File: src/rtl/uart_rx_ctrl.sv
// UART receive bit-timing controller: synchronises rx_in, qualifies the start bit,
// samples each bit at mid-bit, drives the shift register and assembles the byte.
module uart_rx_ctrl #(
  parameter int unsigned BIT_CYCLES = 434,
  parameter bit          PARITY_EN  = 1'b0,
  parameter bit          PARITY_ODD = 1'b0
) (
  input  logic       clk,
  input  logic       rst,
  input  logic       rx_in,
  output logic       shift_en,
  output logic       ser_bit,
  output logic [7:0] rx_data,
  output logic       rx_valid,
  output logic       frame_err,
  output logic       parity_err,
  output logic       busy
);

  localparam int unsigned   CW        = $clog2(BIT_CYCLES);
  localparam logic [CW-1:0] HALF_LAST = CW'(BIT_CYCLES / 2 - 1);
  localparam logic [CW-1:0] FULL_LAST = CW'(BIT_CYCLES - 1);

  typedef enum logic [2:0] {
    S_IDLE,
    S_START,
    S_DATA,
    S_PARITY,
    S_STOP,
    S_WAIT_HIGH
  } state_e;

  logic          rx_meta_q;
  logic          rxs_q;
  state_e        state_q,    state_d;
  logic [CW-1:0] cyc_cnt_q,  cyc_cnt_d;
  logic [3:0]    bit_idx_q,  bit_idx_d;
  logic [7:0]    shadow_q,   shadow_d;
  logic          par_flag_q, par_flag_d;
  logic          stop_bit_q, stop_bit_d;
  logic          done_q,     done_d;
  logic          shift_en_q, shift_en_d;
  logic          ser_bit_q,  ser_bit_d;
  logic [7:0]    rx_data_q;
  logic          rx_valid_q;
  logic          frame_err_q;
  logic          parity_err_q;

  // Two-flop synchroniser; idles high so reset must not fake a start bit.
  always_ff @(posedge clk or negedge rst) begin
    if (!rst) begin
      rx_meta_q <= 1'b1;
      rxs_q     <= 1'b1;
    end else begin
      // NOTE: non-blocking assignments in clocked blocks so every flop samples
      // pre-edge values; blocking here would collapse the synchroniser to one stage.
      rx_meta_q <= rx_in;
      rxs_q     <= rx_meta_q;
    end
  end

  always_ff @(posedge clk or negedge rst) begin
    if (!rst) begin
      state_q    <= S_IDLE;
      cyc_cnt_q  <= '0;
      bit_idx_q  <= '0;
      // NOTE: the byte shadow is reset as well, so rx_data can never expose an
      // unknown value even if a consumer samples it before the first frame.
      shadow_q   <= '0;
      par_flag_q <= 1'b0;
      stop_bit_q <= 1'b0;
      done_q     <= 1'b0;
      shift_en_q <= 1'b0;
      ser_bit_q  <= 1'b0;
    end else begin
      state_q    <= state_d;
      cyc_cnt_q  <= cyc_cnt_d;
      bit_idx_q  <= bit_idx_d;
      shadow_q   <= shadow_d;
      par_flag_q <= par_flag_d;
      stop_bit_q <= stop_bit_d;
      done_q     <= done_d;
      shift_en_q <= shift_en_d;
      ser_bit_q  <= ser_bit_d;
    end
  end

  always_comb begin
    // NOTE: every variable gets a default before the case so no path can
    // leave one unassigned and infer a latch.
    state_d    = state_q;
    cyc_cnt_d  = cyc_cnt_q;
    bit_idx_d  = bit_idx_q;
    shadow_d   = shadow_q;
    par_flag_d = par_flag_q;
    stop_bit_d = stop_bit_q;
    done_d     = 1'b0;
    shift_en_d = 1'b0;
    ser_bit_d  = ser_bit_q;

    unique case (state_q)
      S_IDLE: begin
        if (!rxs_q) begin
          state_d   = S_START;
          cyc_cnt_d = '0;
        end
      end

      S_START: begin
        if (cyc_cnt_q == HALF_LAST) begin
          if (!rxs_q) begin
            shift_en_d = 1'b1;
            ser_bit_d  = 1'b0;
            cyc_cnt_d  = '0;
            bit_idx_d  = '0;
            par_flag_d = 1'b0;
            state_d    = S_DATA;
          end else begin
            state_d = S_IDLE;
          end
        end else begin
          cyc_cnt_d = cyc_cnt_q + 1'b1;
        end
      end

      S_DATA: begin
        if (cyc_cnt_q == FULL_LAST) begin
          shift_en_d                = 1'b1;
          ser_bit_d                 = rxs_q;
          shadow_d[bit_idx_q[2:0]]  = rxs_q;
          cyc_cnt_d                 = '0;
          if (bit_idx_q == 4'd7) begin
            state_d = PARITY_EN ? S_PARITY : S_STOP;
          end else begin
            bit_idx_d = bit_idx_q + 4'd1;
          end
        end else begin
          cyc_cnt_d = cyc_cnt_q + 1'b1;
        end
      end

      S_PARITY: begin
        if (cyc_cnt_q == FULL_LAST) begin
          shift_en_d = 1'b1;
          ser_bit_d  = rxs_q;
          par_flag_d = (rxs_q != (^shadow_q ^ PARITY_ODD));
          cyc_cnt_d  = '0;
          state_d    = S_STOP;
        end else begin
          cyc_cnt_d = cyc_cnt_q + 1'b1;
        end
      end

      // Leaving at the stop mid-sample lets a back-to-back start bit be caught.
      S_STOP: begin
        if (cyc_cnt_q == FULL_LAST) begin
          shift_en_d = 1'b1;
          ser_bit_d  = rxs_q;
          stop_bit_d = rxs_q;
          done_d     = 1'b1;
          cyc_cnt_d  = '0;
          state_d    = rxs_q ? S_IDLE : S_WAIT_HIGH;
        end else begin
          cyc_cnt_d = cyc_cnt_q + 1'b1;
        end
      end

      S_WAIT_HIGH: begin
        if (rxs_q) begin
          state_d = S_IDLE;
        end
      end

      default: state_d = S_IDLE;
    endcase
  end

  // Result register: published one cycle after the stop-bit shift pulse.
  always_ff @(posedge clk or negedge rst) begin
    if (!rst) begin
      rx_data_q    <= '0;
      rx_valid_q   <= 1'b0;
      frame_err_q  <= 1'b0;
      parity_err_q <= 1'b0;
    end else begin
      rx_valid_q <= done_q;
      if (done_q) begin
        rx_data_q    <= shadow_q;
        frame_err_q  <= ~stop_bit_q;
        parity_err_q <= PARITY_EN ? par_flag_q : 1'b0;
      end
    end
  end

  assign shift_en   = shift_en_q;
  assign ser_bit    = ser_bit_q;
  assign rx_data    = rx_data_q;
  assign rx_valid   = rx_valid_q;
  assign frame_err  = frame_err_q;
  assign parity_err = parity_err_q;
  assign busy       = (state_q != S_IDLE);

endmodule

File: config.mk
export PLATFORM = sky130hd
export DESIGN_NAME = uart_rx_ctrl
export DESIGN_NICKNAME = d
export VERILOG_FILES = /design/src/rtl/uart_rx_ctrl.sv
export SDC_FILE = /design/constraint.sdc
export NUM_CORES = 1
export LEC_CHECK = 0
export BUFFER_PORTS_ARGS = -buffer_cell sky130_fd_sc_hd__buf_2
export CAP_MARGIN = 20
export CORE_UTILIZATION = 50
export CTS_CLUSTER_DIAMETER = 60
export DETAILED_ROUTE_END_ITERATION = 7
export GPL_TIMING_DRIVEN = 0
export HOLD_SLACK_MARGIN = 0.02
export PLACE_DENSITY = 0.71
export SETUP_SLACK_MARGIN = 0.02
export SLEW_MARGIN = 30
export SYNTH_ARGS = -nofsm -noshare
export SYNTH_HDL_FRONTEND = slang
export SYNTH_SLANG_ARGS = --single-unit
File: constraint.sdc
create_clock -name clk -period 1.7 [get_ports clk]
set_input_delay 0.17 -clock clk [delete_from_list [all_inputs] [get_ports clk]]
set_output_delay 0.17 -clock clk [all_outputs]
set_load 0.05 [all_outputs]
## Word level (Yosys, flattened, before mapping)

Cells that the tools add are included.

| cells by class | value |
|---|---|
| $add $sub $neg | 2 |
| multiply operators | 0 |
| divide/modulo/power cells | 0 |
| magnitude comparators | 2 |
| equal/unequal tests | 18 |
| shifts and indexed selects | 0 |
| mux-type cells | 31 |
| bitwise gates (word level) | 1 |
| reductions and logical operators | 12 |

Operator list:

| kind | count |
|---|---|
| 2-to-1 mux 9 bit | 3 |
| one-hot mux 9 bit (3 select lines) | 1 |
| 2-to-1 mux 3 bit | 8 |
| inequality test 2 bit, second input constant | 9 |
| one-hot mux 3 bit (6 select lines) | 1 |
| 2-to-1 mux 4 bit | 4 |
| adder 9 x 1 -> 9 bit, second input constant | 1 |
| == test 9 x 8 -> 1 bit, second input constant | 1 |
| == test 9 bit, second input constant | 1 |
| bitwise mux 8 bit | 1 |
| 2-to-1 mux 1 bit | 8 |
| one-hot mux 4 bit (2 select lines) | 1 |
| AND reduction 7 bit | 1 |
| == test 3 x 2 -> 1 bit, second input constant | 2 |
| == test 3 bit, second input constant | 2 |
| nonzero test 3 bit | 2 |
| AND reduction 5 bit | 1 |
| adder 4 x 1 -> 4 bit, second input constant | 1 |
| == test 4 x 3 -> 1 bit, second input constant | 1 |
| less-than comparator 3 x 4 -> 1 bit, second input constant | 1 |
| one-hot mux 1 bit (2 select lines) | 2 |
| AND reduction 2 bit | 2 |
| AND reduction 4 bit | 1 |
| nonzero test 2 bit | 2 |
| other kinds (9) | 9 |

| storage, ports and cells | value |
|---|---|
| register bits | 40 |
| latch bits | 0 |
| RAM bits | 0 |
| memory bits (read-only) | 0 |
| word-level logic and storage cells | 79 |
| memories kept | 0 |

## Logic depth before layout (Yosys ltp)

Gate-level depths: netlist of the first run.

| depth | value |
|---|---|
| depth after elaboration | 5 |
| depth in mapped cells | 7 |
| depth with buffers taken out | 6 |

## Least setup slack after synthesis of the first run

Ideal clock, no wire load.

| timing path | value |
|---|---|
| path kind | register to register |
| from | register cyc_cnt_q[1] |
| to | register shadow_q[5] |
| library setup time | 128 ps |
| arrival time | 1,627 ps |
| data required time | 1,572 ps |
| slack | -55 ps |
| stages on the path, launching flop included | 7 |
| period minus slack after synthesis | 1,755 ps |
| path through | dfrtp_1 > inv_1 > ha_1 > and4b_1 > nand4_1 > nor3b_1 > mux2_1 |

| on the way | value |
|---|---|
| cells in the longest elaborated chain, start to end | 2 |

RTL lines:

| element | RTL line | source |
|---|---|---|
| from (decl) | 36 | `logic [CW-1:0] cyc_cnt_q, cyc_cnt_d;` |
| from (signal assigned) | 77 | `cyc_cnt_q <= cyc_cnt_d;` |
| == test 9 bit | 127 | `if (cyc_cnt_q == FULL_LAST) begin` |
| AND reduction 2 bit (no line) | - |  |
| to (signal assigned) | 79 | `shadow_q <= shadow_d;` |
| to (decl) | 38 | `logic [7:0] shadow_q, shadow_d;` |

No other way between the ends.
A chain may end at the register's enable or synchronous reset.

## Worst setup path after layout of the first run

| timing path | value |
|---|---|
| from | register cyc_cnt_q[1] |
| to | register cyc_cnt_q[6] |

| on the way | value |
|---|---|
| cells in the longest elaborated chain, start to end | 3 |

RTL lines:

| element | RTL line | source |
|---|---|---|
| adder 9 x 1 -> 9 bit (tied with other cells) | - |  |
| 2-to-1 mux 9 bit, on equally long branches | - |  |
| one-hot mux 9 bit (3 select lines) * | 101 | `unique case (state_q)` |

Mark *: on every way between the ends. The rest lies on a longest branch, timed or not.

==> metrics.cfg, run 1 <==
[status]
status = finished, violations left
violated_checks = negative setup slack

[synthesis]
yosys.area.top_type_share_pct = 48.5
ys_ff_latch = 40
mappedNetlistNets = 188
synth_edf_count = 0
synthesis.area_per_instance_um2 = 10.8
synthesis.instances = 181
ys_seq_area_share_pct = 51.1
synth.distinct_cells = 43
async_reset_ff_share_pct = 100
post_synthesis_cell_type_with_the_largest_combined_area = sky130_fd_sc_hd__dfrtp_1
synth_ff_type = sky130_fd_sc_hd__dfrtp_1
ys.warnings.count = 0
synth.area.top_cells = sky130_fd_sc_hd__dfrtp_1 48%, sky130_fd_sc_hd__mux2_2 5.2%, sky130_fd_sc_hd__mux2_1 4.0%, sky130_fd_sc_hd__nand3_1 2.8%, sky130_fd_sc_hd__dfstp_2 2.7%
synth_area_um2 = 1960

[critical_path]
crit_arrival_ps = 1980
cp-end-kind = flip-flop
timing_worst_setup_path_type = flip-flop to flip-flop
start_kind = flip-flop
cp_data_required_time_ps = 1910
crit_fanout = 4

[sta]
skew_ps = 7.21
grt_setup_unrepaired = true
period_share_pct = 104
finalSetupViolCount = 7
hold_viol = 0
slew_headroom_pct = 61.8
max_slew.worst_pin.slew_ps = 569
final_worst_setup_slack_ps = -68.0
final_max_slew_viol_count = 0
setup_tns_ps = -237
final.min_clock_period_ps = 1770
timing.fmax_mhz = 566

[clock_tree]
worst_setup_hold_path_clk_slew_ps = 80
tritoncts_num_sinks = 40
cts_buffers = 5
cts_root_buf = sky130_fd_sc_hd__clkbuf_8
cts_tree = built
htree_levels = 2
clock_path_buffers = 2
clock_latency_ps = 300

[pwr]
power_per_cell_area_nw_per_um2 = 725
cellLeakagePower_nw = 1.19
ir_drop_mv = 0.405
power.switching_fraction_pct = 21.4
comb_power_share_pct = 2.4
post-layout-total-power_mw = 1.78
power.switching_uw = 381
pwr-share-seq_pct = 53.7
p_clk_share_pct = 43.9
cell_internal_power_dissipation_mw = 1.40

[floorplanning]
placeableCoreArea_um2 = 3720
die_w_um = 64.6
dieHeight_um = 64.6
rows = 22
pin_count = 17
die-area_um2 = 4180
floorplan.initialDensity_pct = 52.8

[routing]
drt-wirelength-per-cell_um = 16.1
detail_route.vias_per_cell = 5.86
vias = 1553
drt.antenna.violating_nets = 0
drt-pass1-iter-count = 4
routed_wirelength_um = 4270
drcViolationCount = 0
drt-initial-drc-count = 103

[layout]
final_common_cell = sky130_fd_sc_hd__dfrtp_1
mostFrequentLayoutCells = 36 x sky130_fd_sc_hd__dfrtp_1, 14 x sky130_fd_sc_hd__nand2_1, 13 x sky130_fd_sc_hd__buf_4, 13 x sky130_fd_sc_hd__buf_2, 11 x sky130_fd_sc_hd__nand3_1
drive_above_1_share_pct = 36.9
fin_nets = 223
n_fill_cell = 286
antenna_cells_inserted = 0
final_cell_area_um2 = 2460
final-instance-count-excl-fill = 265
areaGrowthSynthToFinish_pct = 25.2

[placed_design]
buffer_ports.inserted = 15
dp_hpwl_um = 2670
preCtsSetupSlack_ps = -225
dp.cells = 244
place.gp.congestion = 0.869
detailed_place.area_um2 = 2110

[grt]
grt_pass1_vias = 1547
number_of_antenna_violations_at_the_first_check_in_global_routing = 0
globalRouteTotalUtil_pct = 23.1
grt_overflow = 0
grt_start_max_net_pins = 41
grt_first_pass_wirelength_um = 7240

[run]
cap_viol_max_count = 0

[min_path]
min_path_type = flip-flop to flip-flop

## worst paths after layout
check / end / depth (start not counted) / slack [ps] / from
setup reg to reg: cyc_cnt_q[6]$_DFFE_PN0P_ / 8 / -70 / cyc_cnt_q[1]$_DFFE_PN0P_
setup / recovery: cyc_cnt_q[6]$_DFFE_PN0P_ / 8 / -70 / cyc_cnt_q[1]$_DFFE_PN0P_
min in group asynchronous: rx_data[3]$_DFFE_PN0P_ / 2 / 380 / rst
max in group asynchronous: rxs_q$_DFF_PN1_ / 2 / 940 / rst
hold / removal: rxs_q$_DFF_PN1_ / 0 / 360 / rx_meta_q$_DFF_PN1_
hold reg to reg: rxs_q$_DFF_PN1_ / 0 / 360 / rx_meta_q$_DFF_PN1_
## stage by stage
stage	util (%)	hold WS [ps]
final	66.1	359
after global routing	66.1	361
after detailed placement	56.7	277
after global placement	56.7	275
after floorplan	-	-126
after CTS	63.0	360
## registers in the layout, summed over array words and instances (netlist names)
name / cells
state_q: 3
ser_bit: 1
bit_idx_q: 4
cyc_cnt_q: 9
frame_err: 1
rx_data: 8
shift_en: 1
rxs_q: 1
stop_bit_q: 1
rx_valid: 1
shadow_q: 8
done_q: 1
rx_meta_q: 1
## power groups by stage
stage | sequential (mW) | clock [mW] | combinational (mW)
2_1_floorplan | 0.975 | 0 | 0.0130
3_3_place_gp | 0.974 | 0 | 0.0367
3_5_place_dp | 0.975 | 0 | 0.0383
4_1_cts | 0.956 | 0.797 | 0.0419
5_1_grt | 0.956 | 0.844 | 0.0486
6_report | 0.956 | 0.781 | 0.0425
## synthesized netlist by cell type, drive strengths merged, types with 4 or more instances
library cell and instances:
o21ai 14, dfrtp 38, mux2 16, a21oi 6, nand3 11, nand2 14
o22ai 5, nor2b 4, nand4 4, nor2 9, clkbuf 4, ha 4
inv 7
## repair_timing
action,in CTS,in global routing
cloned,1,0
setup endpoints to repair,19,27
hold buffers,2,0
pin swaps,8,14
hold endpoints to repair,33,0
gates resized for setup,8,27
setup buffers,8,2
## critical path: stages, from the launching register on
cell	delay, ps
sky130_fd_sc_hd__dfrtp_1	370
sky130_fd_sc_hd__inv_2	60
sky130_fd_sc_hd__buf_4	140
sky130_fd_sc_hd__ha_1	180
sky130_fd_sc_hd__and4bb_2	280
sky130_fd_sc_hd__a211oi_4	250
sky130_fd_sc_hd__buf_4	180
sky130_fd_sc_hd__o22ai_2	80
sky130_fd_sc_hd__a22oi_1	140
## layer usage
| metal | up-vias | share of wire [%] | global-route usage [%] |
|---|---|---|---|
| li1 | 727 | - | - |
| met1 | 764 | 42 | 27.0 |
| met2 | 56 | 52 | 40.0 |
| met3 | 6 | 5.2 | 6.69 |
| met4 | 0 | 1.3 | 8.61 |
| met5 | - | 0 | 0 |
## cells by family (layout without fill, tap and decap cells)
logic type / Yosys count / after routing / share of synthesized area (%)
AO/OA/AOI/OAI: 38 / 38 / 12.4
adder cells (fa/ha/maj): 4 / 4 / 2.55
buffers and inverters: 14 / 50 / 3.44
flip-flops: 40 / 40 / 51.1
multiplexers: 19 / 19 / 10.7
other: 1 / 1 / 0.191
AND/OR/NAND/NOR: 65 / 65 / 19.5
## cell type report
cell class	count	area (µm²)	share of cell area, %
clock buffer	5	68.8	2.80
sequential	40	1010	41.0
timing repair buffer	28	190	7.74
inverter	7	26.3	1.07
tap	48	60.1	2.45
clock inverter	3	42.5	1.73
buffer	7	42.5	1.73
multi-input combinational	127	1020	41.5
Note: power is estimated with default switching activity, not from simulation.
==> run 2, diff against run 1 <==
--- a/config.mk
+++ b/config.mk
@@ -5,6 +5,7 @@
 export SDC_FILE = /design/constraint.sdc
 export NUM_CORES = 1
 export LEC_CHECK = 0
+export ABC_CLOCK_PERIOD_IN_PS = 1900
 export BUFFER_PORTS_ARGS = -buffer_cell sky130_fd_sc_hd__buf_2
 export CAP_MARGIN = 20
 export CORE_UTILIZATION = 50
@@ -12,7 +13,7 @@
 export DETAILED_ROUTE_END_ITERATION = 7
 export GPL_TIMING_DRIVEN = 0
 export HOLD_SLACK_MARGIN = 0.02
-export PLACE_DENSITY = 0.71
+export PLACE_DENSITY = 0.69
 export SETUP_SLACK_MARGIN = 0.02
 export SLEW_MARGIN = 30
 export SYNTH_ARGS = -nofsm -noshare
==> constraint.sdc (replaced) <==
create_clock -name clk -period 1.9 [get_ports clk]
set_input_delay 0.19 -clock clk [delete_from_list [all_inputs] [get_ports clk]]
set_output_delay 0.19 -clock clk [all_outputs]
set_load 0.02 [all_outputs]
==> metrics.cfg, run 2 (synthesis results as in run 1) <==
[status]
status = finished clean

[critical_path]
cp_num_buf_inv = 1
critical_path.reg2reg.startpoint = cyc_cnt_q[1]$_DFFE_PN0P_
cell_class_contributing_the_biggest_share_of_worst_path_delay = simple AND/OR/NAND/NOR gates
critical_path.slowest_cell = sky130_fd_sc_hd__dfrtp_1
crit_arrival_ps = 2030
timing.critical_path.slowest_cell_delay_ps = 410
ff2ff_setup_slack_ps = 50
start_kind = flip-flop
critical_path_cell_list = inv_2, ha_1, and4b_2, nand4_1, nor3b_2, mux2_4
timing.reg2reg.worst_path_depth = 6
crit_fanout = 4
cp_data_required_time_ps = 2080
cp-end-kind = flip-flop
timing.rr.end = shadow_q[3]$_DFFE_PN0P_
timing_worst_setup_path_type = flip-flop to flip-flop

[sta]
period_share_pct = 97.3
finalSetupViolCount = 0
final.min_clock_period_ps = 1850
skew_ps = 4.29
timing.fmax_mhz = 541
slew_headroom_pct = 60.0
grt_setup_unrepaired = true
final_worst_setup_slack_ps = 51.5
final_max_slew_viol_count = 0
max_slew.worst_pin.slew_ps = 597
hold_viol = 0

[placed_design]
detailed_place.area_um2 = 2100
place.gp.congestion = 0.850
dp_hpwl_um = 2640
buffer_ports.inserted = 15
preCtsSetupSlack_ps = -101

[routing]
drt-initial-drc-count = 58
routed_wirelength_um = 3850
drt-pass1-iter-count = 4
drt.antenna.violating_nets = 0
drt-wirelength-per-cell_um = 14.9
drcViolationCount = 0
detail_route.vias_per_cell = 5.65
vias = 1458

[clock_tree]
worst_setup_hold_path_clk_slew_ps = 70
clock_path_buffers = 2
htree_levels = 2
tritoncts_num_sinks = 40
cts_buffers = 5
clock_latency_ps = 290
cts_tree = built
cts_root_buf = sky130_fd_sc_hd__clkbuf_8

[floorplanning]
rows = 22
dieHeight_um = 64.6
placeableCoreArea_um2 = 3720
pin_count = 17
die-area_um2 = 4180
floorplan.initialDensity_pct = 52.8
die_w_um = 64.6

[layout]
antenna_cells_inserted = 0
drive_above_1_share_pct = 28.1
areaGrowthSynthToFinish_pct = 17.5
final_common_cell = sky130_fd_sc_hd__dfrtp_1
mostFrequentLayoutCells = 38 x sky130_fd_sc_hd__dfrtp_1, 14 x sky130_fd_sc_hd__nand2_1, 14 x sky130_fd_sc_hd__buf_2, 11 x sky130_fd_sc_hd__nand3_1, 9 x sky130_fd_sc_hd__mux2_2
regMostFlops = cyc_cnt_q
final_cell_area_um2 = 2310
largest_register_ff_count = 9
fin_nets = 216

[pwr]
power_per_cell_area_nw_per_um2 = 642
cellLeakagePower_nw = 1.12
post-layout-total-power_mw = 1.48
ir_drop_mv = 0.494

[grt]
grt_start_max_net_pins = 41
grt_overflow = 0
globalRouteTotalUtil_pct = 20.6
number_of_antenna_violations_at_the_first_check_in_global_routing = 0
grt_first_pass_wirelength_um = 6430
grt_pass1_vias = 1431

[min_path]
hp-start = rx_meta_q$_DFF_PN1_
worstHoldEndpoint = rxs_q$_DFF_PN1_
cell_count_of_the_worst_hold_path = 0
min_path_type = flip-flop to flip-flop

[run]
cap_viol_max_count = 0

==> run 2: where the power goes <==
part | internal [mW] | total, mW | switching, mW
Sequential | 0.854 | 0.855 | 0.000738
Clock | 0.294 | 0.590 | 0.296
Combinational | 0.00789 | 0.0346 | 0.0267
Total | 1.16 | 1.48 | 0.324
==> run 2: through the flow <==
stage               utilization [%]  hold slack [ps]  cells  setup TNS [ps]
floorplan                         -             -106    181               0
global placement               56.4              295    244           -45.3
detailed placement             56.4              297    244            -418
CTS                            60.0             40.5    254           -27.0
global route                   62.1              361    258           -56.8
finish                         62.1              357    258               0
==> run 2: worst max path at each step <==
stage | to | cells after the start | slack [ps] | startpoint
2_1_floorplan | shadow_q[5]$_DFFE_PN0P_ | 6 | 150 | cyc_cnt_q[1]$_DFFE_PN0P_
3_3_place_gp | shadow_q[5]$_DFFE_PN0P_ | 6 | -20 | cyc_cnt_q[1]$_DFFE_PN0P_
3_5_place_dp | shadow_q[3]$_DFFE_PN0P_ | 6 | -100 | cyc_cnt_q[1]$_DFFE_PN0P_
4_1_cts | shadow_q[3]$_DFFE_PN0P_ | 6 | -20 | cyc_cnt_q[1]$_DFFE_PN0P_
5_1_grt | shadow_q[5]$_DFFE_PN0P_ | 6 | -20 | cyc_cnt_q[1]$_DFFE_PN0P_
6_report | shadow_q[3]$_DFFE_PN0P_ | 6 | 50 | cyc_cnt_q[1]$_DFFE_PN0P_
==> run 2: worst reg2reg max path: stages, from the launching register on <==
cell                      delay (ps)
sky130_fd_sc_hd__dfrtp_1         410
sky130_fd_sc_hd__inv_2            80
sky130_fd_sc_hd__ha_1            120
sky130_fd_sc_hd__and4b_2         260
sky130_fd_sc_hd__nand4_1         250
sky130_fd_sc_hd__nor3b_2         290
sky130_fd_sc_hd__mux2_4          320
==> run 2: area by class of cell <==
type,instances,area [µm²]
multi-input combinational,127,946
timing repair buffer,21,131
clock buffer,6,82.6
sequential,40,1000
buffer,7,41.3
inverter,7,26.3
fill,301,1410
tap,48,60.1
clock inverter,2,15.0
==> run 2: layer usage <==
layer  global-route usage, %  wire [µm]  vias to the layer above
li1                        -          -                      711
met5                       0          0                        -
met2                    34.1       1960                       30
met4                    11.7         36                        0
met3                    5.28        167                        6
met1                    24.4       1680                      711
==> run 2: repair_timing <==
action                     CTS  global route
buffers inserted             1             3
pin swaps                    2             4
hold endpoints to repair     1            38
setup endpoints to repair    9            15
hold buffers                 1             1
gates resized for setup      4            11
